### config.mk
export PLATFORM = sky130hd
export DESIGN_NAME = instr_fetch_unit
export DESIGN_NICKNAME = d
export VERILOG_FILES = /design/src/rtl/instr_fetch_unit.sv
export SDC_FILE = /design/constraint.sdc
export NUM_CORES = 1
export LEC_CHECK = 0
export CORE_MARGIN = 4
export CORE_UTILIZATION = 41
export CTS_CLUSTER_SIZE = 24
export DETAILED_ROUTE_END_ITERATION = 8
export PLACE_DENSITY = 0.7
export REMOVE_ABC_BUFFERS = 1
export SKIP_CTS_REPAIR_TIMING = 1
export SLEW_MARGIN = 20
export SYNTH_ARGS = -nofsm -noshare
export SYNTH_HDL_FRONTEND = slang
export SYNTH_SLANG_ARGS = --single-unit
### constraint.sdc
create_clock -name Clk -period 7.4 [get_ports Clk]
set_input_delay 1.11 -clock Clk [delete_from_list [all_inputs] [get_ports Clk]]
set_output_delay 1.11 -clock Clk [all_outputs]
set_load 0.1 [all_outputs]
### src/rtl/instr_fetch_unit.sv
// instr_fetch_unit: fetch stage feeding the controller/ALU datapath.
// Owns the PC, issues word reads to a synchronous instruction memory
// (data returns one cycle after the request), buffers returned words in a
// small prefetch FIFO and hands them downstream with a valid/ready handshake.
// A taken branch (Redirect) reloads the PC and discards every wrong-path word,
// including a response that is still in flight.
// Optional build macro FETCH_PERF_COUNTERS_EN adds StallCycles/FlushCount.

module instr_fetch_unit #(
  parameter logic [31:0] RESET_PC = 32'h0000_0000,
  parameter int          DEPTH    = 4
) (
  input  logic        Clk,
  input  logic        Rst,
  output logic        IMemReq,
  output logic [31:0] IMemAddr,
  input  logic [31:0] IMemRdata,
  input  logic        Redirect,
  input  logic [31:0] RedirectTarget,
  output logic [31:0] Instruction,
  output logic [31:0] InstrPC,
  output logic [31:0] InstrPCPlus4,
  output logic        InstrValid,
  input  logic        InstrReady
`ifdef FETCH_PERF_COUNTERS_EN
  ,
  output logic [31:0] StallCycles,
  output logic [31:0] FlushCount
`endif
);

  localparam int AW = (DEPTH > 1) ? $clog2(DEPTH) : 1;
  localparam int CW = AW + 1;
  localparam logic [CW-1:0] DEPTHC = CW'(DEPTH);

  logic [31:0]   pc;
  logic [CW-1:0] count;
  logic          inflight;
  logic [31:0]   inflightpc;
  logic [AW-1:0] rdptr;
  logic [AW-1:0] wrptr;
  logic [31:0]   wordmem [DEPTH];
  logic [31:0]   pcmem   [DEPTH];

  logic [CW-1:0] credit;
  logic [31:0]   target;
  logic          issue;
  logic          push;
  logic          pop;

  // Request credit counts buffered words plus the one in flight, so the FIFO
  // can never overflow; a pop only frees credit once count has updated.
  always_comb begin
    credit     = count + {{(CW-1){1'b0}}, inflight};
    target     = RedirectTarget & 32'hFFFF_FFFC;
    issue      = Rst & ~Redirect & (credit < DEPTHC);
    push       = inflight & ~Redirect;
    InstrValid = (count != '0);
    pop        = InstrValid & InstrReady;
  end

  // Memory request and head-of-FIFO outputs, all from registered state.
  always_comb begin
    IMemReq      = issue;
    IMemAddr     = pc;
    Instruction  = '0;
    InstrPC      = '0;
    InstrPCPlus4 = '0;
    if (InstrValid) begin
      Instruction  = wordmem[rdptr];
      InstrPC      = pcmem[rdptr];
      InstrPCPlus4 = pcmem[rdptr] + 32'd4;
    end
  end

  // PC, in-flight tracking and FIFO occupancy; redirect wins over everything.
  always_ff @(posedge Clk or negedge Rst) begin
    if (!Rst) begin
      pc         <= RESET_PC;
      count      <= '0;
      inflight   <= 1'b0;
      inflightpc <= '0;
      rdptr      <= '0;
      wrptr      <= '0;
    end else if (Redirect) begin
      pc       <= target;
      count    <= '0;
      inflight <= 1'b0;
      rdptr    <= '0;
      wrptr    <= '0;
    end else begin
      inflight <= issue;
      if (issue) begin
        pc         <= pc + 32'd4;
        inflightpc <= pc;
      end
      if (push) wrptr <= wrptr + 1'b1;
      if (pop)  rdptr <= rdptr + 1'b1;
      case ({push, pop})
        2'b10:   count <= count + 1'b1;
        2'b01:   count <= count - 1'b1;
        default: count <= count;
      endcase
    end
  end

  // FIFO storage: returned word tagged with the address it was fetched from.
  always_ff @(posedge Clk) begin
    if (push) begin
      wordmem[wrptr] <= IMemRdata;
      pcmem[wrptr]   <= inflightpc;
    end
  end

`ifdef FETCH_PERF_COUNTERS_EN
  // Count downstream back-pressure cycles and pipeline flushes.
  always_ff @(posedge Clk or negedge Rst) begin
    if (!Rst) begin
      StallCycles <= '0;
      FlushCount  <= '0;
    end else begin
      if (InstrValid & ~InstrReady) StallCycles <= StallCycles + 32'd1;
      if (Redirect)                 FlushCount  <= FlushCount + 32'd1;
    end
  end
`endif

endmodule

==> results.ini <==
[setup_path]
cp.arrival_ns = 4.40
reg2reg_from = count[0]
r2r-end = count[2]
rr_worst_depth = 9
cp-startpoint = rdptr[1]
cp-end-kind = output port
worstPathMaxFanout = 25
crit_type = flop to output port
cp-start-kind = flop
worst-r2r-setup-slack_ns = 4.35
crit_required_ns = 6.29

[timing]
finalSetupTns_ns = 0
finClkSkew_ns = 0.0199
maxSlewViolCount = 0
rsz0062_at_grt = no
fin_crit_ns = 5.51
worst_slew_pin_slew_ns = 1.09
final-hold-violation-count = 0
min_period_over_period_pct = 74.5
setup_violations = 0
slew_headroom_pct = 26.9
fmax_mhz = 181

[routing]
wire_per_inst_um = 19.2
viasPerCell = 5.17
drc = 0
wirelength_um = 28900
drtAntennaViolNets = 0
firstDrtPassIters = 5
vias = 7760
drt_iter0_markers = 440

[yosys]
synth.area.top_cells = edfxtp_1 (55%), dfrtp_1 (13%), mux4_2 (9.7%)
ys.warnings.count = 0
postSynthCellCount = 840
synth_seq_area_share_pct = 67.6
ys_ff_latch = 316
synth_edf_count = 248
syn_area_sq_um = 13500
async_flop_share_pct = 21.5
ys_types = 50
yosysTopAreaCellShare_pct = 55.0
yosys.area.top_type = edfxtp_1
synth_area_per_cell_sq_um = 16.1
synth_ff_type = edfxtp_1

[global_routing]
grt_pass1_vias = 8067
grt-ovfl-total = 0
antenna_found_initial = 0
grt_usage_pct = 16.2
grt_max_degree = 63
grt_first_pass_wirelength_um = 45800

[floorplan]
num_io_pins = 198
dieArea_sq_um = 36000
start_util_pct = 41.6
rows = 66
die_w_um = 190
core-area_sq_um = 32500
die_h_um = 190

[clocking]
cts_htree_levels = 2
cts_tree = built
insertion_delay_ns = 0.51
cts_buffers = 34
ctsRootBufferMaster = clkbuf_16
clock-sinks = 316
cts.clk_slew.worst_paths_ns = 0.06
cts_max_path_buffers = 3

[pwr]
power_density_nw_per_um2 = 450
vdd.ir_drop.worst_v = 0.000300
p_total_mw = 7.61
p_leak_nw = 5.72

[status]
status = finished clean

[job]
maxCapViolCount = 0

[finish]
drive_above_1_share_pct = 15.8
diodes = 0
nets = 1110
area_growth_pct = 25.1
final_cell_mix = edfxtp_1 (248), clkdlybuf4s50_1 (187), dfrtp_1 (66)
final_common_cell = edfxtp_1

[placed_design]
hpwl_um = 18400
gp_congestion = 0.767
place.port_buffers = 189

[min_path]
hold_class = input port to asynchronous set/reset pin

==> registers in the layout, indices dropped and copies added (netlist names) <==
| name | cells |
|---|---|
| wordmem | 128 |
| pcmem | 120 |
| IMemAddr | 30 |
| inflightpc | 30 |
| count | 3 |
| rdptr | 2 |
| wrptr | 2 |
| inflight | 1 |
==> power breakdown <==
group          switching [mW]  total (mW)  internal [mW]
sequential              0.187        2.32           2.14
clock                   0.656        1.64          0.981
combinational            2.73        3.65          0.920
total                    3.57        7.61           4.04
==> layout make-up <==
| cell class | instances | area, sq um |
|---|---|---|
| clock buffers | 47 | 921 |
| clock inverters | 13 | 164 |
| fillers | 2706 | 15600 |
| inverters | 13 | 48.8 |
| multi-input cells | 472 | 4120 |
| flip-flops and latches | 316 | 9150 |
| well taps | 442 | 553 |
| repair buffers | 198 | 1970 |
==> synth_stat cells, drive strengths merged, types with 13 or more instances <==
library cell / instances
and2: 65
buf: 23
clkbuf: 21
dfrtp: 68
edfxtp: 248
inv: 13
mux2: 40
mux4: 62
nand2: 42
nand3: 24
nand4: 21
nor2: 51
nor3: 15
o21ai: 28
xnor2: 15
xor2: 15
==> per-layer routing <==
layer	GRT usage, %	wire length (um)
met1	23.1	13100
met2	25.5	13400
met3	3.08	1650
met4	4.98	719
met5	0	0
==> cells by family after synthesis <==
group                      share of synthesized area [%]
AOI/OAI and AO/OA                                   2.41
xor gates and xnor gates                            1.94
adders and majority gates                          0.703
buffers and inverters                               2.19
DFF                                                 67.6
muxes                                               14.0
other                                             0.0277
and+or+nand+nor                                     11.1
==> through the flow <==
stage / hold slack [ns] / cell area, sq um / instances / worst slack (ns) / utilization (%)
floorplan: 0.471 / 13300 / 801 / 0.763 / -
global placement: 0.489 / 15800 / 1440 / 2.20 / 48.6
detailed placement: 0.507 / 15800 / 1440 / 2.22 / 48.6
CTS: 0.479 / 16900 / 1500 / 1.65 / 52.0
global route: 0.490 / 16900 / 1501 / 1.75 / 52.0
finish: 0.485 / 16900 / 1501 / 1.89 / 52.0
==> worst max-delay path: stages, from the launching register on <==
cell             delay [ns]
dfrtp_2                0.70
buf_4                  0.46
mux4_2                 0.39
and4_1                 0.34
nand4_4                0.22
or2_2                  0.33
a21oi_1                0.25
clkdlybuf4s50_1        1.19
==> worst max path at each step <==
stage                       end  slack [ns]  cells past startpoint
6_report       InstrPCPlus4[17]        1.89                      7
5_1_grt        InstrPCPlus4[25]        1.75                      7
4_1_cts        InstrPCPlus4[20]        1.65                      7
3_5_place_dp   InstrPCPlus4[20]        2.22                      7
3_3_place_gp   InstrPCPlus4[20]        2.20                      7
2_1_floorplan  InstrPCPlus4[25]        0.76                      5
Power figures use the tool's default switching activity.
